<file path="config.mk">
export PLATFORM = sky130hd
export DESIGN_NAME = farm_sensor_ctrl
export DESIGN_NICKNAME = d
export VERILOG_FILES = /design/src/rtl/farm_pkg.sv /design/src/rtl/sensor_debounce.sv /design/src/rtl/farm_sensor_ctrl.sv
export SDC_FILE = /design/constraint.sdc
export NUM_CORES = 1
export LEC_CHECK = 0
export BUFFER_PORTS_ARGS = -buffer_cell sky130_fd_sc_hd__buf_4
export CAP_MARGIN = 40
export CORE_AREA = 2 2 40 42
export DETAILED_ROUTE_END_ITERATION = 6
export DIE_AREA = 0 0 42 44
export PLACE_DENSITY = 0.79
export SYNTH_ARGS = -nofsm -noshare
export SYNTH_HDL_FRONTEND = slang
export SYNTH_SLANG_ARGS = --single-unit
</file>
<file path="constraint.sdc">
create_clock -name clk -period 5.1 [get_ports clk]
set_input_delay 1.02 -clock clk [delete_from_list [all_inputs] [get_ports clk]]
set_output_delay 1.02 -clock clk [all_outputs]
set_load 0.01 [all_outputs]
</file>
<file path="src/rtl/farm_pkg.sv">
// Shared light codes, FSM state type and light-code helpers for the farm-road sensor controller.
package farm_pkg;

  localparam logic [1:0] LIGHT_GREEN  = 2'd0;
  localparam logic [1:0] LIGHT_YELLOW = 2'd1;
  localparam logic [1:0] LIGHT_RED    = 2'd2;

  typedef enum logic [1:0] {
    ST_IDLE  = 2'd0,
    ST_WAIT  = 2'd1,
    ST_SERVE = 2'd2,
    ST_STUCK = 2'd3
  } farm_state_e;

  // Code 3 has no meaning on the light bus; fold it onto Red.
  function automatic logic [1:0] norm_light(input logic [1:0] code);
    return (code == 2'd3) ? LIGHT_RED : code;
  endfunction

  function automatic logic is_green(input logic [1:0] code);
    return norm_light(code) == LIGHT_GREEN;
  endfunction

endpackage

</file>
<file path="src/rtl/sensor_debounce.sv">
// Two-flop synchronizer followed by a stable-count debouncer for the raw loop level.
module sensor_debounce #(
  parameter int DEB_CYCLES = 4
) (
  input  logic clk,
  input  logic rst_n,
  input  logic loop_raw,
  output logic loop_db
);

  localparam int CNT_W = (DEB_CYCLES < 2) ? 1 : $clog2(DEB_CYCLES);

  logic             sync1_q, sync1_d;
  logic             sync2_q, sync2_d;
  logic             db_q, db_d;
  logic [CNT_W-1:0] cnt_q, cnt_d;

  // The count only advances while the synchronized level disagrees with loop_db;
  // any agreeing cycle (a glitch ending) drops it back to zero.
  always_comb begin
    sync1_d = loop_raw;
    sync2_d = sync1_q;
    cnt_d   = '0;
    db_d    = db_q;
    if (sync2_q != db_q) begin
      if (cnt_q == CNT_W'(DEB_CYCLES - 1)) begin
        db_d = sync2_q;
      end else begin
        cnt_d = cnt_q + 1'b1;
      end
    end
  end

  always_ff @(posedge clk or negedge rst_n) begin
    if (!rst_n) begin
      sync1_q <= 1'b0;
      sync2_q <= 1'b0;
      db_q    <= 1'b0;
      cnt_q   <= '0;
    end else begin
      sync1_q <= sync1_d;
      sync2_q <= sync2_d;
      db_q    <= db_d;
      cnt_q   <= cnt_d;
    end
  end

  assign loop_db = db_q;

endmodule

</file>
<file path="src/rtl/farm_sensor_ctrl.sv">
// Farm-road vehicle queue estimator and request generator for the traffic controller.
// Optional stuck-high loop detection is built when FARM_STUCK_DET_EN is defined.
module farm_sensor_ctrl
  import farm_pkg::*;
#(
  parameter int DEB_CYCLES   = 4,
  parameter int MAX_Q        = 15,
  parameter int STUCK_CYCLES = 63
) (
  input  logic        clk,
  input  logic        rst_n,
  input  logic        loop_raw,
  input  logic [1:0]  f_s,
  output logic        farm_sensor,
  output logic [3:0]  veh_count,
  output logic        stuck,
  output farm_state_e dbg_state
);

  if (MAX_Q < 1 || MAX_Q > 15) begin : g_bad_max_q
    $error("farm_sensor_ctrl: MAX_Q must be 1..15");
  end
  if (DEB_CYCLES < 1 || STUCK_CYCLES < 1) begin : g_bad_cycles
    $error("farm_sensor_ctrl: DEB_CYCLES and STUCK_CYCLES must be >= 1");
  end

  localparam logic [3:0] MAX_V = 4'(MAX_Q);

  logic        loop_db;
  logic        db_prev_q, db_prev_d;
  logic        db_rise, db_fall;
  logic        green;
  logic        stuck_hit;
  farm_state_e state_q, state_d;
  logic [3:0]  veh_q, veh_d;

  sensor_debounce #(
    .DEB_CYCLES(DEB_CYCLES)
  ) u_debounce (
    .clk      (clk),
    .rst_n    (rst_n),
    .loop_raw (loop_raw),
    .loop_db  (loop_db)
  );

  assign db_prev_d = loop_db;
  assign db_rise   = loop_db & ~db_prev_q;
  assign db_fall   = ~loop_db & db_prev_q;
  assign green     = is_green(f_s);

`ifdef FARM_STUCK_DET_EN
  localparam int STK_W = $clog2(STUCK_CYCLES + 1);

  logic [STK_W-1:0] stk_cnt_q, stk_cnt_d;

  always_comb begin
    stk_cnt_d = '0;
    if (loop_db) begin
      stk_cnt_d = (stk_cnt_q == STK_W'(STUCK_CYCLES)) ? stk_cnt_q : stk_cnt_q + 1'b1;
    end
  end

  always_ff @(posedge clk or negedge rst_n) begin
    if (!rst_n) begin
      stk_cnt_q <= '0;
    end else begin
      stk_cnt_q <= stk_cnt_d;
    end
  end

  assign stuck_hit = loop_db && (stk_cnt_q == STK_W'(STUCK_CYCLES));
  assign stuck     = (state_q == ST_STUCK);
`else
  assign stuck_hit = 1'b0;
  assign stuck     = 1'b0;
`endif

  always_ff @(posedge clk or negedge rst_n) begin
    if (!rst_n) begin
      state_q   <= ST_IDLE;
      veh_q     <= 4'd0;
      db_prev_q <= 1'b0;
    end else begin
      state_q   <= state_d;
      veh_q     <= veh_d;
      db_prev_q <= db_prev_d;
    end
  end

  // Leaving Green reloads the count from the current loop level and wins over
  // any loop edge seen in the same cycle.
  always_comb begin
    state_d = state_q;
    veh_d   = veh_q;
    case (state_q)
      ST_IDLE: begin
        if (db_rise) begin
          veh_d   = 4'd1;
          state_d = ST_WAIT;
        end
      end
      ST_WAIT: begin
        if (db_rise && veh_q != MAX_V) begin
          veh_d = veh_q + 4'd1;
        end
        if (green) begin
          state_d = ST_SERVE;
        end
      end
      ST_SERVE: begin
        if (!green) begin
          veh_d   = loop_db ? 4'd1 : 4'd0;
          state_d = loop_db ? ST_WAIT : ST_IDLE;
        end else if (db_fall && veh_q != 4'd0) begin
          veh_d = veh_q - 4'd1;
        end
      end
      ST_STUCK: begin
        if (db_fall) begin
          veh_d   = 4'd0;
          state_d = ST_IDLE;
        end
      end
      default: begin
        veh_d   = 4'd0;
        state_d = ST_IDLE;
      end
    endcase
    if (stuck_hit && state_q != ST_STUCK) begin
      state_d = ST_STUCK;
    end
  end

  always_comb begin
    veh_count   = veh_q;
    farm_sensor = (veh_q != 4'd0) | stuck;
    dbg_state   = state_q;
  end

endmodule
</file>
* Word-level counts from Yosys, hierarchy flattened
Index checks and enable logic that the tools add are counted.
** Storage, ports and cells
- Input port bits :: 5
- Output and inout bits :: 8
- Flip-flop bits (word level) :: 12
- Logic and storage cells :: 51
** Operators by class
- Equal/unequal tests :: 13
- Add/sub/neg operators :: 3
- Mux-type cells :: 16
- Bitwise logic cells :: 4
- Reduce and logical (&&, ||, !) cells :: 8
** Operators by type and width (count)
- 2-to-1 mux 4 bit :: 5
- one-hot mux 4 bit (4 select lines) :: 1
- 2-to-1 mux 2 bit :: 7
- inequality test 2 bit (second input constant) :: 5
- == test 2 bit (second input constant) :: 4
- one-hot mux 2 bit (4 select lines) :: 1
- AND reduction 4 bit :: 2
- adder 4 x 1 -> 4 bit (second input constant) :: 1
- zero test 2 bit :: 2
- inequality test 4 bit (second input constant) :: 1
- nonzero test 4 bit :: 1
- subtractor 4 x 1 -> 4 bit (second input constant) :: 1
- inequality test 3 bit (second input constant) :: 1
- adder 2 x 1 -> 2 bit (second input constant) :: 1
- bitwise AND 1 bit :: 2
- == test 2 x 1 -> 1 bit (second input constant) :: 1
- logical AND 1 bit :: 2
- 2-to-1 mux 1 bit :: 2
- NOT 1 bit :: 2
- AND reduction 2 bit :: 1
- inequality test 1 bit :: 1

* Logic depth before layout (Yosys ltp)
Gate-level depths: netlist of the first run.
- Word-level depth :: 6
- Mapped depth :: 8
- Gate-level depth less buffers :: 7

* Hierarchy
From an unflattened synthesis of the first run, not the netlist that was laid out.
** Second synthesis, totals
- Cell total of the unflattened synthesis :: 76
- Area, all modules :: 721.9 um2
** By module, submodules not included
- farm_sensor_ctrl :: area an instance 548.0 um2, sequential area each 175.2 um2, cells an instance 66, times used 1
- sensor_debounce :: area an instance 173.9 um2, sequential area each 125.1 um2, cells an instance 10, times used 1

* Least setup slack after synthesis of the first run
OpenSTA, ideal clock, no wires.
- Path kind :: input port to flip-flop
- Start point :: input port f_s[1]
- End point :: register veh_q[3], in the netlist veh_count[3]
- Buffers on the path :: 0
- Arrival time :: 2.236 ns
- Path slack :: 2.738 ns
- Required time :: 4.974 ns
- Cell stages on the path :: 5
- Setup time :: 0.126 ns
- Cell sequence :: or4b_4 -> a31oi_4 -> nor4_4 -> and3_1 -> a221o_1
** On the way
- Word-level cells in the longest chain between the ends :: 5
- Elaborated cells between the ends (all ways) :: 7
- Those cells by class :: eq/ne: 2; mux: 3; reduce/logical: 2
** RTL lines
- start, declared :: line farm_sensor_ctrl.sv:13 : input logic [1:0] f_s,
- == test 2 bit :: line farm_pkg.sv:17 : return (code == 2'd3) ? LIGHT_RED : code;
- 2-to-1 mux 2 bit (*) :: line farm_pkg.sv:17
- zero test 2 bit (*) :: line farm_pkg.sv:21 : return norm_light(code) == LIGHT_GREEN;
- inequality test 3 bit (no line) or 2-to-1 mux 4 bit (tied branches)
- AND reduction 4 bit (no line) or one-hot mux 4 bit (4 select lines) (tied branches)
- end signal, assigned :: line farm_sensor_ctrl.sv:85 : veh_q <= veh_d;
- end, declared :: line farm_sensor_ctrl.sv:35 : logic [3:0] veh_q, veh_d;
Mark *: on every way between the ends. The rest lies on a longest branch, timed or not.
A chain may end at the register's enable or synchronous reset.

* Worst setup path in the final report of the first run
- Start point :: register veh_q[0], in the netlist veh_count[0]
- End point :: output port farm_sensor
** On the way
- Word-level cells in the longest chain between the ends :: 1
** RTL lines
- nonzero test 4 bit :: line farm_sensor_ctrl.sv:136 : farm_sensor = (veh_q != 4'd0) | stuck;
- end, declared :: line farm_sensor_ctrl.sv:14 : output logic farm_sensor,
Every way passes these cells.

==> metrics.txt, run 1 <==
first-pass GRT wire length=between 2000 and 3000 um; Hold Worst Slack=351 ps; CP Launch Point=veh_count[0]; Max VDD drop=401 uV; Yosys top cell area share=around 40%; IO buf count=11; Inst Count DP=~100; Seq/Total Area, Yosys=39.7%; Mapped Cells=81; cell family with most CP delay=flip-flops; CTS Hold Buffers Added=0; Clock Tree Buf Depth=2; Area Overhead vs Synth=15.9%; clock-pin slew on the worst setup and hold paths=80 ps; critical path arrival=roughly 1700 ps; status=finished, final reports clean; fin crit share=53.0%; Max Freq=370 MHz; pin count of the biggest net entering global routing=16; setup bufs post-CTS=0; setup violators final=0; worst-path cell chain=inv_1 -> ha_1 -> or3b_4 -> buf_4; Critical Path Fanout Max=12; Clk Latency, worst-skew pair=about 270 ps; CP max-delay cell=dfrtp_1; max-cap viol count=0; top-level port count=13; DIE WIDTH=about 42 um; die area=~1800 um2; Mapped Nets=89; DRC=0; Hold Fails Final Rpt=0; H-tree Lvls=1; startpoint types=register; Final min period=about 2700 ps; Initial Util=~53%; row count=14; total wire length=between 1500 and 2000 um; # clock sinks=12; worst hold path type=reg2reg; Area contributors post-synth=dfrtp_1 (40%), ha_1 (5.0%), nor2_1 (5.0%); max incr delay on CP=520 ps; Slew Limit Fails=0; Final ANT Viol Nets=0; RePlAce Congestion=between 0.9 and 1; Num CTS Buffers=3; Reg-to-Reg Start=veh_count[0]; initial antenna violation count=0; pwr dens=~610 nW/um2; total power=between 0.0005 and 0.0006 W; cts repair resizes=0; CP Capture Type=output port; Non-Filler Instances=~110; Via-to-Cell Ratio=about 6.0; flops & latches, synth=12; GR Util All Layers=around 19%; layout cells sized above 1=approximately 23%; Layout Nets=between 100 and 150; Vias=649; Pleak=approximately 0.4 nW; CTS Root Buffer Type=clkbuf_4; vias in the first global route=roughly 570; top cell type by total area after synthesis=dfrtp_1; clk_skew=roughly 8.5 ps; yosys warns=0; Die H=44 um; First DRT Iteration DRCs=16; Worst EP required=4080 ps; CTS tree=yes; Synth cell types=36; crit path kind=reg2out; CORE AREA=1420 um2; gr ovfl total=0; WL/cell=about 14 um; Syn Area/Cell=approximately 9.3 um2; RSZ-0062 raised after global routing=no; worst path bufs/invs=2; Synth Cell Area=757 um2; DRT Pass-1 Iters=4; ANT cells=0; Worst Hold Launch=u_debounce.sync1_q; setup tns final=0 ps
## Yosys cell counts
| master | n |
|---|---|
| a311oi_2 | 1 |
| or2b_1 | 1 |
| and4b_1 | 1 |
| o21ai_0 | 6 |
| o41ai_1 | 1 |
| dfrtp_1 | 12 |
| buf_1 | 1 |
| or3b_1 | 1 |
| nand2b_1 | 2 |
| nor4_4 | 1 |
| a31oi_4 | 1 |
| or2_2 | 1 |
| inv_1 | 4 |
| a21oi_1 | 4 |
| nor3_1 | 2 |
| xnor2_1 | 1 |
| o21ai_1 | 1 |
| nor2b_1 | 3 |
| or4b_4 | 1 |
| and4_1 | 1 |
| a32o_1 | 1 |
| and3_1 | 2 |
| a22o_1 | 1 |
| a221oi_1 | 1 |
| a22oi_1 | 1 |
| buf_4 | 1 |
| or3b_4 | 1 |
| nor2_1 | 10 |
| conb_1 | 1 |
| clkbuf_1 | 2 |
| nand3_1 | 1 |
| a221o_1 | 1 |
| nand2_1 | 7 |
| ha_1 | 3 |
| o311ai_1 | 1 |
| o221ai_1 | 1 |
## area by class of cell
cell class / count / area [um2]
clock buffer: 4 / 36.3
fill: 121 / 542
inverter: 4 / 15.0
multi-input combinational: 61 / 423
sequential: 12 / 300
tap: 16 / 20.0
timing repair buffer: 11 / 82.6
## where the power goes
group	total, W	internal [W]	switching, W
combinational	0.000264	0.000129	0.000135
clock	0.0000736	0.0000434	0.0000302
sequential	0.000200	0.000130	0.0000697
## kinds of logic after synthesis
kind of cell / count (synthesis) / synth area share, %
other cells: 1 / 0.495
simple gates: 35 / 27.8
fa+ha+maj: 3 / 4.96
buf+inv: 8 / 4.46
flops: 12 / 39.7
xor+xnor: 1 / 1.16
compound gates: 21 / 21.5
## layer usage
layer | vias to the layer above | GRT usage (%) | part of all wire (%)
met3 | 8 | 7.92 | 5.8
met1 | 297 | 24.8 | 44
met2 | 30 | 30.9 | 47
met4 | 0 | 3.87 | 3.1
li1 | 314 | - | -
met5 | - | 0 | 0
## per-stage QoR
| stage | util (%) | setup slack [ps] | area [um2] |
|---|---|---|---|
| after global placement | 59.3 | 2600 | 841 |
| after global routing | 61.8 | 2310 | 877 |
| final | 61.8 | 2400 | 877 |
| after floorplan | - | 2740 | 757 |
| after detailed placement | 59.3 | 2570 | 841 |
| after CTS | 61.8 | 2410 | 877 |
## path summary, 6_finish.rpt
check,endpoint,slack [ps],depth (start not counted)
worst max-delay path,farm_sensor,2400,4
worst min-delay path,u_debounce.sync2_q,350,0
worst max register to register,veh_count[3],2830,7
worst min register to register,u_debounce.sync2_q,350,0
max in group asynchronous,dbg_state[1],4380,1
min in group asynchronous,u_debounce.cnt_q[0],570,1
## sequential cells by signal, indices dropped and copies added (netlist names)
name,cells
db_prev_q,1
dbg_state,2
u_debounce.cnt_q,2
u_debounce.loop_db,1
u_debounce.sync1_q,1
u_debounce.sync2_q,1
veh_count,4
## layout by cell type (no fill, tap or decap), types with 2 or more instances in the layout
cell type	count
dfrtp_1	12
buf_4	11
nor2_1	10
nand2_1	7
o21ai_0	6
inv_1	4
a21oi_1	4
nor2b_1	3
ha_1	3
clkbuf_4	3
nor3_1	2
nand2b_1	2
and3_1	2
Note: power is estimated with default switching activity, not from simulation.
==> run 2, diff against run 1 <==
--- a/config.mk
+++ b/config.mk
@@ -7,10 +7,10 @@
 export LEC_CHECK = 0
 export BUFFER_PORTS_ARGS = -buffer_cell sky130_fd_sc_hd__buf_4
 export CAP_MARGIN = 40
-export CORE_AREA = 2 2 40 42
+export CORE_AREA = 2 2 41 43
 export DETAILED_ROUTE_END_ITERATION = 6
-export DIE_AREA = 0 0 42 44
-export PLACE_DENSITY = 0.79
+export DIE_AREA = 0 0 43 45
+export PLACE_DENSITY = 0.76
 export SYNTH_ARGS = -nofsm -noshare
 export SYNTH_HDL_FRONTEND = slang
 export SYNTH_SLANG_ARGS = --single-unit
==> constraint.sdc (replaced) <==
create_clock -name clk -period 2.5 [get_ports clk]
set_input_delay 0.5 -clock clk [delete_from_list [all_inputs] [get_ports clk]]
set_output_delay 0.5 -clock clk [all_outputs]
set_load 0.01 [all_outputs]
==> metrics.txt, run 2 (synthesized netlist as in run 1, its figures left out) <==
top-level port count=13 (unchanged); startpoint types=register; Clk Latency, worst-skew pair=270 ps (about the same); CTS Root Buffer Type=clkbuf_4; hpwl dp=around 1200 um; clk_skew=3.39 ps (-5.09 ps); Via-to-Cell Ratio=5.80 (-3.5%); row count=14 (unchanged); RePlAce Congestion=0.802 (-12%); Worst EP required=2660 ps (-1420 ps); clock-pin slew on the worst setup and hold paths=70 ps (about the same); vias in the first global route=581 (+2.5%); commonest cells after routing, fill and taps aside=buf_4 (14), dfrtp_1 (12), nor2_1 (10); setup bufs post-CTS=0 (unchanged); pwr dens=1240 nW/um2 (+100%); die area=1940 um2 (+4.7%); Hold Worst Slack=50.5 ps (-300 ps); Num CTS Buffers=3 (unchanged); layout cells sized above 1=24.5% (+1.6 points); H-tree Lvls=1 (unchanged); Vias=638 (-1.7%); Max VDD drop=543 uV (+35%); CTS Hold Buffers Added=0 (unchanged); WL/cell=14.5 um (+1.9%); Area Overhead vs Synth=17.0%; CP max-delay cell=nor4_4; pin count of the biggest net entering global routing=15 (-1); Final Worst Setup Slack=401 ps (-2000 ps); IO buf count=11 (unchanged); Max Freq=about 480 MHz; DIE WIDTH=43 um (+2.4%); gr ovfl total=0 (unchanged); First DRT Iteration DRCs=20 (+4); # clock sinks=12 (unchanged); Slew Limit Fails=0 (unchanged); DRT Pass-1 Iters=4 (unchanged); crit path kind=reg2reg; total net switching power=0.000486 W (+110%); ANT cells=0 (unchanged); CTS tree=yes; Final ANT Viol Nets=0 (unchanged); max-cap viol count=0 (unchanged); worst-path cell chain=inv_1 -> ha_1 -> or3b_4 -> a31oi_4 -> nor4_4 -> o311ai_1 -> a221o_1; RSZ-0062 raised after global routing=no; max reg flops=4 (unchanged); status=finished, final reports clean; Sw Share=44.2% (+0.45 points); worst hold path type=in2async; Critical Path Fanout Max=7 (-5); setup violators final=0 (unchanged); Hold Fails Final Rpt=0 (unchanged); initial antenna violation count=0 (unchanged); CORE AREA=1470 um2 (+3.7%); Initial Util=51.4% (-1.9 points); CP Launch Point=veh_count[1]; worst slack, placed=420 ps (-2150 ps); total wire length=1600 um (+3.8%); Final min period=roughly 2100 ps; Logic pwr share=58.3% (+9.2 points); Die H=45 um (+2.3%); Clk pwr share=10.7% (-3.0 points); setup tns final=0 ps (unchanged); total power=0.00110 W (+110%); first-pass GRT wire length=2520 um (-4.4%); CP Capture Type=register; sequential share of power=31.0% (-6.2 points); Layout Nets=104 (+3.0%); max incr delay on CP=440 ps (-80 ps); P_int=0.000615 W (+100%); critical path arrival=2260 ps (+580 ps); cts repair resizes=0 (unchanged); fin area=886 um2 (+1.0%); fin crit share=a little over four fifths; Clock Tree Buf Depth=2 (unchanged); GR Util All Layers=18.1% (-1.2 points); Reg-to-Reg Start=veh_count[1]; Placement Cell Area=863 um2 (+2.7%); commonest non-fill, non-tap cell in the layout=buf_4; Pleak=0.408 nW (+1.9%); DRC=0 (unchanged)
-- run 2: final timing paths --
path                                 endpoint  slack [ps]  cells after the start
max                              veh_count[3]         400                      7
min                              veh_count[2]          50                      1
max reg2reg                      veh_count[3]         400                      7
min reg2reg                u_debounce.sync2_q         350                      0
max in group asynchronous  u_debounce.loop_db        2300                      1
min in group clk           u_debounce.sync1_q         330                      1
-- run 2: layout make-up --
type | count | area (um2)
timing repair buffer | 14 | 105
clock buffer | 3 | 22.5
tap | 16 | 20.0
inverter | 4 | 15.0
multi-input combinational | 61 | 423
sequential | 12 | 300
fill | 144 | 586
-- run 2: power by group through the flow --
stage	Combinational, W	Sequential, W	Clock, W
2_1_floorplan	0.000414	0.000357	0
3_3_place_gp	0.000620	0.000342	0
3_5_place_dp	0.000636	0.000345	0
4_1_cts	0.000639	0.000341	0.000122
5_1_grt	0.000709	0.000351	0.000130
6_report	0.000641	0.000341	0.000118
-- run 2: worst max-delay path: cells and delay by family (launching register included) --
kind / cells / cell delay, ps
AO/OA/AOI/OAI: 3 / 580
AND/OR/NAND/NOR: 2 / 700
buffers and inverters: 1 / 90
adder cells (fa/ha/maj): 1 / 210
flip-flops: 1 / 400
-- run 2: layer usage --
metal / global-route usage [%] / vias up / wire length (um)
met2: 27.0 / 16 / 735
met4: 12.1 / 0 / 36
met1: 23.7 / 303 / 764
met3: 4.00 / 4 / 63
met5: 0 / - / 0
li1: - / 315 / -
-- run 2: per-stage QoR --
stage	utilization (%)	std cells
2_1_floorplan	-	81
3_3_place_gp	58.7	107
3_5_place_dp	58.7	107
4_1_cts	60.2	110
5_1_grt	60.2	110
6_report	60.2	110
==> run 3, diff against run 2 <==
--- a/config.mk
+++ b/config.mk
@@ -7,10 +7,10 @@
 export LEC_CHECK = 0
 export BUFFER_PORTS_ARGS = -buffer_cell sky130_fd_sc_hd__buf_4
 export CAP_MARGIN = 40
-export CORE_AREA = 2 2 41 43
+export CORE_AREA = 2 2 43 45
 export DETAILED_ROUTE_END_ITERATION = 6
-export DIE_AREA = 0 0 43 45
-export PLACE_DENSITY = 0.76
+export DIE_AREA = 0 0 45 47
+export PLACE_DENSITY = 0.72
 export SYNTH_ARGS = -nofsm -noshare
 export SYNTH_HDL_FRONTEND = slang
 export SYNTH_SLANG_ARGS = --single-unit
==> constraint.sdc (replaced) <==
create_clock -name clk -period 1.8 [get_ports clk]
set_input_delay 0.36 -clock clk [delete_from_list [all_inputs] [get_ports clk]]
set_output_delay 0.36 -clock clk [all_outputs]
set_load 0.01 [all_outputs]
==> metrics.txt, run 3 (synthesized netlist as in run 1, its figures left out) <==
Final ANT Viol Nets=0 (unchanged); Initial Util=45.8% (-5.6 points); commonest non-fill, non-tap cell in the layout=buf_4; RSZ-0062 raised after global routing=yes; ANT cells=0 (unchanged); gr ovfl total=0 (unchanged); worst hold path type=in2reg; DRT Pass-1 Iters=4 (unchanged); startpoint types=register; CORE AREA=1650 um2 (+12%); pwr dens=1750 nW/um2 (+41%); layout cells sized above 1=38.0% (+13 points); Area Overhead vs Synth=35.5%; Final Util=62.1% (+1.9 points); Fill cells=144 (unchanged); multi-input logic area=445 um2 (+5.3%); DIE WIDTH=45 um (+4.7%); total power=0.00179 W (+63%); Worst EP required=1970 ps (-690 ps); Via-to-Cell Ratio=5.64 (-2.8%); Reg-to-Reg Start=veh_count[0]; clock-pin slew on the worst setup and hold paths=80 ps (about the same); IO buf count=11 (unchanged); Num CTS Buffers=3 (unchanged); total wire length=1820 um (+14%); Max VDD drop=845 uV (+56%); Slew Limit Fails=0 (unchanged); Critical Path Fanout Max=5 (-2); setup violators final=2 (+2); fin area=1030 um2 (+16%); pin count of the biggest net entering global routing=13 (-2); first-pass GRT wire length=2990 um (+19%); Vias=705 (+11%); CTS tree=yes; R2R cell count=7 (unchanged); Final min period=1830 ps (-267 ps); top-level port count=13 (unchanged); Pleak=0.476 nW (+17%); Clk pwr share=12.3% (+1.6 points); Final Worst Setup Slack=-32.4 ps (-433 ps); Clk Latency, worst-skew pair=280 ps (about the same); die area=2120 um2 (+9.3%); R2R Setup Slk=-30 ps (-430 ps); commonest cells after routing, fill and taps aside=buf_4 (26), dfrtp_1 (12), nor2_1 (10); critical path arrival=2000 ps (-260 ps); DRC=0 (unchanged); P_int=0.00105 W (+70%); initial antenna violation count=0 (unchanged); failing checks=negative setup slack; Clock Tree Buf Depth=2 (unchanged); H-tree Lvls=1 (unchanged); WL/cell=14.5 um (about the same); CP Launch Point=veh_count[0]; Sw Share=41.5% (-2.6 points); CTS Root Buffer Type=clkbuf_4; First DRT Iteration DRCs=11 (-45%); Non-Filler Instances=125 (+14%); register area=300 um2 (unchanged); max reg flops=4 (unchanged); crit path kind=reg2reg; termination of the worst setup path=veh_count[3]; status=finished with violations; RePlAce Congestion=0.788 (-1.7%); Layout Nets=117 (+13%); Max Freq=546 MHz (+15%); hpwl dp=1340 um (+13%); Hold Fails Final Rpt=0 (unchanged); sequential share of power=26.6% (-4.4 points); Logic pwr share=61.1% (+2.8 points); reg-to-reg endpoint=veh_count[3]; clk_skew=1.09 ps (-2.30 ps); vias in the first global route=673 (+16%); fin crit share=102% (+18 points); CP Capture Type=register; Inst Count DP=119 (+11%); Placement Cell Area=962 um2 (+11%); Die H=47 um (+4.4%); # clock sinks=12 (unchanged); total net switching power=0.000744 W (+53%); row count=15 (+1); GR Util All Layers=20.3% (+2.2 points); max-cap viol count=0 (unchanged)
-- run 3: cell count changes in the layout (fill, tap and decap cells not counted), sizes merged --
cell	previous run	this run
clkbuf	3	4
buf	14	26
dlygate4sd3	0	1
-- run 3: routing by layer --
| metal | GRT usage, % | vias up | wire, um | share of wire, % |
|---|---|---|---|---|
| li1 | - | 348 | - | - |
| met1 | 22.3 | 334 | 782 | 43 |
| met2 | 35.1 | 16 | 918 | 51 |
| met3 | 4.62 | 7 | 68 | 3.7 |
| met4 | 13.5 | 0 | 48 | 2.6 |
| met5 | 0 | - | 0 | 0 |
-- run 3: through the flow --
stage / hold slack [ps] / TNS (ps) / worst slack (ps)
after floorplan: 64.4 / -249 / -106
after global placement: 208 / 0 / 6.98
after detailed placement: 212 / -120 / -64.6
after CTS: 172 / -73.8 / -37.7
after global routing: 167 / -326 / -126
final: 181 / -54.8 / -32.4
-- run 3: critical path: stages (launching register included) --
cell,delay (ps)
dfrtp_1,440
inv_4,50
ha_4,150
or3b_4,240
a31oi_4,90
nor4_4,240
o311ai_2,180
a221o_1,320
-- run 3: power by group through the flow --
stage / clock (W) / combinational (W) / sequential [W]
floorplan: 0 / 0.000625 / 0.000497
global placement: 0 / 0.00103 / 0.000471
detailed placement: 0 / 0.00105 / 0.000481
CTS: 0.000227 / 0.00110 / 0.000475
global route: 0.000239 / 0.00120 / 0.000489
finish: 0.000221 / 0.00109 / 0.000477
-- run 3: timing repair --
item	in CTS	in global routing
endpoints found under the hold margin	12	0
gates resized for setup	3	0
pin swaps	1	0
hold buffers	1	0
setup endpoints to repair	3	4
setup buffers	1	0
-- run 3: how the worst min path moves through the flow --
stage / cells after the start / start / slack, ps / endpoint
after floorplan: 0 / rst_n / 60 / db_prev_q
after global placement: 1 / rst_n / 210 / veh_count[1]
after detailed placement: 1 / rst_n / 210 / veh_count[1]
after CTS: 1 / loop_raw / 170 / u_debounce.sync1_q
after global routing: 1 / loop_raw / 170 / u_debounce.sync1_q
final: 1 / loop_raw / 180 / u_debounce.sync1_q
-- run 3: area by class of cell --
| class | count | share of cell area (%) |
|---|---|---|
| multi-input cells | 61 | 43.4 |
| flip-flops and latches | 12 | 29.3 |
| repair buffers | 27 | 20.0 |
| clock buffers | 4 | 3.54 |
| well taps | 17 | 2.07 |
| inverters | 4 | 1.71 |
